## src/rtl/modport_handshake_pkg.sv

```systemverilog
// Shared constants and types for the modport_handshake valid/ready buffer.
package modport_handshake_pkg;

   localparam int DATA_W_DEF = 8;
   localparam int DEPTH      = 2;
   localparam int CNT_W      = 16;

   typedef logic [DATA_W_DEF-1:0] payload_t;

endpackage

```

## src/rtl/modport_handshake_buf.sv

```systemverilog
// Two-entry FIFO storage with read/write pointers and occupancy count.
// Exposes the next-cycle occupancy so the top can register src_ready
// without a combinational path from snk_ready.
module modport_handshake_buf
   import modport_handshake_pkg::*;
#(
   parameter int DATA_W = DATA_W_DEF
) (
   input  logic              clk,
   input  logic              rst_n,
   input  logic              push,
   input  logic              pop,
   input  logic [DATA_W-1:0] din,
   output logic [DATA_W-1:0] dout,
   output logic [1:0]        count,
   output logic [1:0]        count_next
);

   logic [DATA_W-1:0] mem [DEPTH];
   logic              wr_ptr;
   logic              rd_ptr;
   logic              do_push;
   logic              do_pop;

   // A pop on an empty buffer or a push on a full one is dropped.
   assign do_pop  = pop  && (count != 2'd0);
   assign do_push = push && (count != 2'(DEPTH));

   assign dout = mem[rd_ptr];

   // Occupancy after this edge; +1 and -1 cancel on a simultaneous push/pop.
   always_comb begin
      count_next = count;
      if (do_push && !do_pop) begin
         count_next = count + 2'd1;
      end else if (do_pop && !do_push) begin
         count_next = count - 2'd1;
      end
   end

   // Storage, pointers and occupancy; reset clears everything so no stale
   // payload can reappear at the head after release.
   always_ff @(posedge clk or negedge rst_n) begin
      if (!rst_n) begin
         for (int i = 0; i < DEPTH; i++) begin
            mem[i] <= '0;
         end
         wr_ptr <= 1'b0;
         rd_ptr <= 1'b0;
         count  <= 2'd0;
      end else begin
         if (do_push) begin
            mem[wr_ptr] <= din;
            wr_ptr      <= ~wr_ptr;
         end
         if (do_pop) begin
            rd_ptr <= ~rd_ptr;
         end
         count <= count_next;
      end
   end

endmodule

```

## src/rtl/modport_handshake.sv

```systemverilog
// Valid/ready skid buffer (2 entries) with a sticky producer protocol check.
// Optional statistics counters are enabled by defining MODPORT_HANDSHAKE_STATS_EN.
module modport_handshake
   import modport_handshake_pkg::*;
#(
   parameter int DATA_W = DATA_W_DEF
) (
   input  logic              clk,
   input  logic              rst_n,
   input  logic [DATA_W-1:0] src_data,
   input  logic              src_valid,
   output logic              src_ready,
   output logic [DATA_W-1:0] snk_data,
   output logic              snk_valid,
   input  logic              snk_ready,
   output logic              proto_err
`ifdef MODPORT_HANDSHAKE_STATS_EN
   ,
   output logic [CNT_W-1:0]  in_cnt,
   output logic [CNT_W-1:0]  out_cnt
`endif
);

   logic              push;
   logic              pop;
   logic [1:0]        count;
   logic [1:0]        count_next;
   logic              prev_valid;
   logic              prev_ready;
   logic [DATA_W-1:0] prev_data;

   assign push      = src_valid && src_ready;
   assign snk_valid = (count != 2'd0);
   assign pop       = snk_valid && snk_ready;

   modport_handshake_buf #(
      .DATA_W(DATA_W)
   ) u_buf (
      .clk       (clk),
      .rst_n     (rst_n),
      .push      (push),
      .pop       (pop),
      .din       (src_data),
      .dout      (snk_data),
      .count     (count),
      .count_next(count_next)
   );

   // src_ready is registered from the next occupancy, so it stays 0 in reset
   // and rises on the first edge after release.
   always_ff @(posedge clk or negedge rst_n) begin
      if (!rst_n) begin
         src_ready <= 1'b0;
      end else begin
         src_ready <= (count_next < 2'(DEPTH));
      end
   end

   // Remember last cycle's producer signals; a stalled offer that is then
   // withdrawn or altered sets proto_err until reset.
   always_ff @(posedge clk or negedge rst_n) begin
      if (!rst_n) begin
         prev_valid <= 1'b0;
         prev_ready <= 1'b0;
         prev_data  <= '0;
         proto_err  <= 1'b0;
      end else begin
         prev_valid <= src_valid;
         prev_ready <= src_ready;
         prev_data  <= src_data;
         if (prev_valid && !prev_ready && (!src_valid || (src_data != prev_data))) begin
            proto_err <= 1'b1;
         end
      end
   end

`ifdef MODPORT_HANDSHAKE_STATS_EN
   // Transfer counters on each side, wrapping naturally at 2**CNT_W.
   always_ff @(posedge clk or negedge rst_n) begin
      if (!rst_n) begin
         in_cnt  <= '0;
         out_cnt <= '0;
      end else begin
         if (push) begin
            in_cnt <= in_cnt + 1'b1;
         end
         if (pop) begin
            out_cnt <= out_cnt + 1'b1;
         end
      end
   end
`endif

endmodule

```

## config.mk

```make
export PLATFORM = sky130hd
export DESIGN_NAME = modport_handshake
export DESIGN_NICKNAME = d
export VERILOG_FILES = /design/src/rtl/modport_handshake_pkg.sv /design/src/rtl/modport_handshake_buf.sv /design/src/rtl/modport_handshake.sv
export SDC_FILE = /design/constraint.sdc
export NUM_CORES = 1
export LEC_CHECK = 0
export BUFFER_PORTS_ARGS = -buffer_cell sky130_fd_sc_hd__buf_2
export CAP_MARGIN = 20
export CORE_ASPECT_RATIO = 1.4
export CORE_UTILIZATION = 54
export DETAILED_ROUTE_END_ITERATION = 12
export PLACE_DENSITY = 0.87
export RECOVER_POWER = 50
export REMOVE_ABC_BUFFERS = 1
export SLEW_MARGIN = 20
export SYNTH_ARGS = -nofsm -noshare
export SYNTH_HDL_FRONTEND = slang
export SYNTH_SLANG_ARGS = --single-unit
```

## constraint.sdc

```tcl
create_clock -name clk -period 2.09 [get_ports clk]
set_clock_uncertainty 0.15 [all_clocks]
set_input_delay 0.418 -clock clk [delete_from_list [all_inputs] [get_ports clk]]
set_output_delay 0.418 -clock clk [all_outputs]
set_load 0.01 [all_outputs]
```

# Word level (Yosys, flattened, before mapping)
# Cells that the tools add are included.
word_totals:
  register_bits: 32
  output_inout_bits: 11
  elab_cells: 45
op_classes:
  n_addsub: 2
  n_lt_le_gt_ge: 4
  eq_ne: 2
  muxes: 8
  bitwise_logic: 4
  reduce_logical: 15
ops:
  columns: ["op", "count"]
  rows:
  - ["2-to-1 mux 8 bit", 4]
  - ["bitwise mux 16 bit", 1]
  - ["logical AND 1 bit", 9]
  - ["demux 8 bit (select 1 bit)", 1]
  - ["!= test 8 bit", 1]
  - ["greater-or-equal comparator 2 bit (second input constant)", 2]
  - ["zero test 1 bit", 4]
  - ["2-to-1 mux 2 bit", 2]
  - ["NOT 1 -> 2 bit", 2]
  - ["adder 2 x 1 -> 2 bit (second input constant)", 1]
  - ["< comparator 2 x 1 -> 1 bit (second input constant)", 1]
  - ["< comparator 2 bit (second input constant)", 1]
  - ["!= test 2 bit (second input constant)", 1]
  - ["NOT 1 bit", 2]
  - ["nonzero test 2 bit", 1]
  - ["subtractor 2 x 1 -> 2 bit (second input constant)", 1]
  - ["logical OR 1 bit", 1]

# Logic depth before layout (Yosys ltp)
logic_depth:
  word_depth: 7
  depth_mapped: 9
  ltp_nobuf: 9

# Hierarchy
# From an unflattened synthesis, not the netlist that was laid out.
unflattened:
  cells_unflattened: 95
  area_unflattened_um2: 1378.8
by_module_without_submodules:
  columns: ["mod", "instances", "cells_per_inst", "area_each_um2"]
  rows:
  - ["modport_handshake_buf", 1, 62, 947.2]
  - ["modport_handshake", 1, 33, 431.7]

# Worst setup path after synthesis
# OpenSTA, ideal clock, no wires.
synth_timing:
  kind: "flip-flop to flip-flop"
  start: "reg u_buf.count[0]"
  end: "reg u_buf.count[1]"
  arrival_ns: 1.548
  required_time_ns: 1.814
  slack_ns: 0.266
  path_stages_with_launch: 9
  path_buffers: 1
  path_cell_list: "dfrtp_1 inv_1 ha_1 or2_1 buf_6 ha_1 nor2b_1 o31ai_1 inv_1"
synth_between:
  elab_chain_cells: 6
synth_rtl:
  columns: ["item", "line", "rtl"]
  rows:
  - ["start: declaration", "modport_handshake_buf.sv:15", "output logic [1:0] count,"]
  - ["start signal: assignment", "modport_handshake_buf.sv:59", "count <= count_next;"]
  - ["!= test 2 bit / nonzero test 2 bit (equally long branches)", "modport_handshake_buf.sv:27, modport_handshake_buf.sv:26, modport_handshake.sv:33", null]
  - ["logical AND 1 bit (on tied branches)", "modport_handshake_buf.sv:27, modport_handshake.sv:34", null]
  - ["zero test 1 bit / logical AND 1 bit (equally long branches)", "modport_handshake_buf.sv:36, modport_handshake_buf.sv:26", null]
  - ["logical AND 1 bit / zero test 1 bit (equally long branches)", "modport_handshake_buf.sv:36, modport_handshake_buf.sv:34", null]
  - ["2-to-1 mux 2 bit / logical AND 1 bit (equally long branches)", "modport_handshake_buf.sv:36, modport_handshake_buf.sv:34", null]
  - ["2-to-1 mux 2 bit (*)", "modport_handshake_buf.sv:34", "if (do_push && !do_pop) begin"]
  - ["net count_next[1]", "modport_handshake.sv:27", "logic [1:0] count_next;"]
# The timed path passes the listed nets; every way through them passes the cells marked *.
# A chain may end at the register's enable or synchronous reset.

# Worst setup path in the final report
# Same ends and word-level chain as after synthesis.

==> results by group <==
Synthesis
  • Prevailing post-synth register cell: dfrtp_1
  • Synthesized cell area: 0.001414 mm²
  • Post-Syn Instances: 100
  • Top cell type by total area after synthesis: dfrtp_1
  • Synth top area cells: dfrtp_1 (57%), mux2_2 (13%), mux2_4 (8.5%)
  • Area share of the largest cell type after synthesis: 0.5664
  • Synth Register Bits: 32
  • Synth unique cells: 26
  • EDFF count, synth: 0
  • Seq/Total Area, Yosys: 0.5664
  • Syn avg cell area: 14.14 µm²
  • Async set-reset flop share out of synthesis: 1.000
  • Yosys warns: 0

STA
  • Endpoints failing setup: 0
  • Worst-Margin Slew: 0.7603 ns
  • Unrepaired setup endpoints after global routing: false
  • Crit share post-route: 0.9300
  • Setup TNS: 0 ns
  • Worst relative slew slack: 0.4931
  • Fin. Hold Viols: 0
  • Achievable Freq: 514.5 MHz
  • Tmin final: 1.944 ns
  • Slew Limit Fails: 0

CTS
  • Clk sinks: 32
  • Total CTS buffers: 5
  • Htree depth: 2
  • Post-CTS setup buffer count: 0
  • Bufs on Longest Clock Path: 2
  • Clock latency on the worst-skew pair: 0.32 ns
  • CTS tree: done
  • Root Buffer: clkbuf_4
  • Clock-pin slew on the worst setup and hold paths: 0.09 ns

Die
  • Chip height: 62.55 µm
  • Die area: 0.002830 mm²
  • Starting Density: 0.5786
  • Die width: 45.25 µm
  • Ports: 23
  • Core Area: 0.002444 mm²
  • Std cell rows: 21

Critical path
  • R2R Path Start: u_buf.count[0]$_DFFE_PN0P_
  • WP data required: 2.15 ns
  • Crit path DAT: 2.00 ns
  • Critical Path Source Type: register
  • Crit Reg-Reg Endpoint: u_buf.count[1]$_DFF_PN0_
  • CP cell instances: inv_1, ha_1, or2_4, ha_1, nor2b_1, o31ai_2, inv_1
  • Critical path type: register to register
  • CP max stage cell: dfrtp_1
  • Max incr delay on CP: 0.38 ns
  • Crit path max fanout: 4
  • CP Capture Type: register
  • R2r setup slk: 0.15 ns
  • R2R depth: 7

Detailed routing
  • DR pass1 iterations: 4
  • Drt drc: 0
  • Total wire length: 2582 µm
  • Drt via density: 5.184
  • Starting DRT DRC Count: 21
  • Per-cell routed wire length: 15.84 µm
  • DRT antenna net count: 0
  • Via count: 845

Pwr
  • Worst VDD drop: 0.6916 mV
  • Leakage: 0.0007864 µW
  • P per Cell Area: 1432 mW/mm²

Placement
  • Hpwl dp: 1846 µm
  • Placed cells: 154
  • # port buffers: 22
  • GP Congestion: 0.7653

Run
  • Max_cap viols: 0

Global routing
  • Pin count of the biggest net entering global routing: 33
  • Total track usage: 0.2282
  • Grt total ovfl: 0
  • Vias in the first global route: 940
  • Initial antenna violation count: 0
  • Global-route wire length before repair: 4457 µm

Cells and area
  • Multi-input gate area: 559.3 µm²
  • Most common cell after layout, fill and taps aside: dfrtp_1
  • Commonest non-fill, non-tap cells in the layout: dfrtp_1 (31), mux2_2 (16), buf_2 (12)
  • Antenna Cells: 0
  • Filler Cells Inserted: 193
  • Final nets: 144
  • Layout area overhead: 14.42%
  • Layout cells sized above 1: 0.3798
  • Register area: 802.0 µm²
  • Layout Cells excl Fill: 163

Min path
  • Worst Hold Path EP: prev_valid$_DFF_PN0_
  • HP Class: primary input to register
  • Hold Path Stages: 1
  • Min-delay src: src_valid

Run status
  • Status: completed
worst max path at each step:
stage                                          start                       end  slack (ns)  depth (start not counted)
after global routing      u_buf.count[0]$_DFFE_PN0P_  u_buf.count[1]$_DFF_PN0_        0.03                          7
after CTS                 u_buf.count[0]$_DFFE_PN0P_  u_buf.count[1]$_DFF_PN0_       0.004                          7
after detailed placement  u_buf.count[0]$_DFFE_PN0P_  u_buf.count[1]$_DFF_PN0_       -0.05                          7
after floorplan           u_buf.count[0]$_DFFE_PN0P_  u_buf.count[1]$_DFF_PN0_        0.22                          7
final                     u_buf.count[0]$_DFFE_PN0P_  u_buf.count[1]$_DFF_PN0_        0.15                          7
after global placement    u_buf.count[0]$_DFFE_PN0P_  u_buf.count[1]$_DFF_PN0_        0.17                          7
what timing repair did:
action | 4_1_cts | 5_1_grt
pin swaps | 0 | 1
hold endpoints to repair | 32 | 0
resized for setup | 1 | 2
endpoints found under the setup margin | 1 | 9
hold buffers | 1 | 0
cloned | 0 | 0
sequential cells by signal (all words and copies together), names as in the netlist:
name          flops
u_buf.rd_ptr      1
prev_valid        1
u_buf.count       2
src_ready         1
prev_data         8
prev_ready        1
u_buf.mem        16
proto_err         1
u_buf.wr_ptr      1
Yosys cell counts, types with 2 or more instances:
| master | count |
|---|---|
| mux2_2 | 16 |
| inv_1 | 10 |
| xor2_1 | 6 |
| nand2_1 | 4 |
| dfrtp_1 | 32 |
| mux2_4 | 8 |
| ha_1 | 4 |
| nor2_1 | 2 |
logic make-up (layout without fill, tap and decap cells):
kind of cell	count (synthesis)	in the layout	share of synthesized area
AND/OR/NAND/NOR	13	13	0.06549
AO/OA/AOI/OAI	7	7	0.03363
adder cells (fa/ha/maj)	4	4	0.03540
flip-flops	32	32	0.5664
buffers and inverters	13	42	0.04336
XOR/XNOR	7	7	0.04336
multiplexers	24	24	0.2124
cell type report:
class,count,share of cell area
well taps,34,0.02630
flip-flops and latches,32,0.4957
multi-input cells,55,0.3457
repair buffers,23,0.06729
clock buffers,8,0.03635
inverters,11,0.02862
power by group:
group / switching (µW) / internal (µW)
Sequential: 185 / 848
Combinational: 402 / 527
Clock: 190 / 166
routing by layer:
| metal | part of all wire | wire length [µm] | GRT usage | up-vias |
|---|---|---|---|---|
| met2 | 0.56 | 1446 | 0.3786 | 17 |
| li1 | - | - | - | 392 |
| met3 | 0.036 | 92 | 0.07803 | 4 |
| met1 | 0.39 | 1006 | 0.2583 | 432 |
| met4 | 0.014 | 36 | 0.09091 | 0 |
| met5 | 0 | 0 | 0 | - |
metrics by stage:
| stage | hold WS [ns] | instance area (µm²) | setup slack, ns | power, µW | utilization |
|---|---|---|---|---|---|
| floorplan | -0.02759 | 1399 | 0.2249 | 1653 | - |
| global placement | 0.2538 | 1551 | 0.1714 | 1881 | 0.6349 |
| detailed placement | 0.2732 | 1551 | -0.05309 | 1956 | 0.6349 |
| CTS | 0.07649 | 1625 | 0.004466 | 2334 | 0.6651 |
| global route | 0.08400 | 1618 | 0.03004 | 2475 | 0.6621 |
| finish | 0.1072 | 1618 | 0.1463 | 2317 | 0.6621 |
worst max-delay path: cells and delay by family (launching register included):
| family | cells | cell delay (ns) |
|---|---|---|
| and+or+nand+nor | 2 | 0.47 |
| adders and majority gates | 2 | 0.43 |
| DFF | 1 | 0.38 |
| AOI/OAI and AO/OA | 1 | 0.25 |
| buffers and inverters | 2 | 0.15 |
Note: power is estimated with default switching activity, not from simulation.
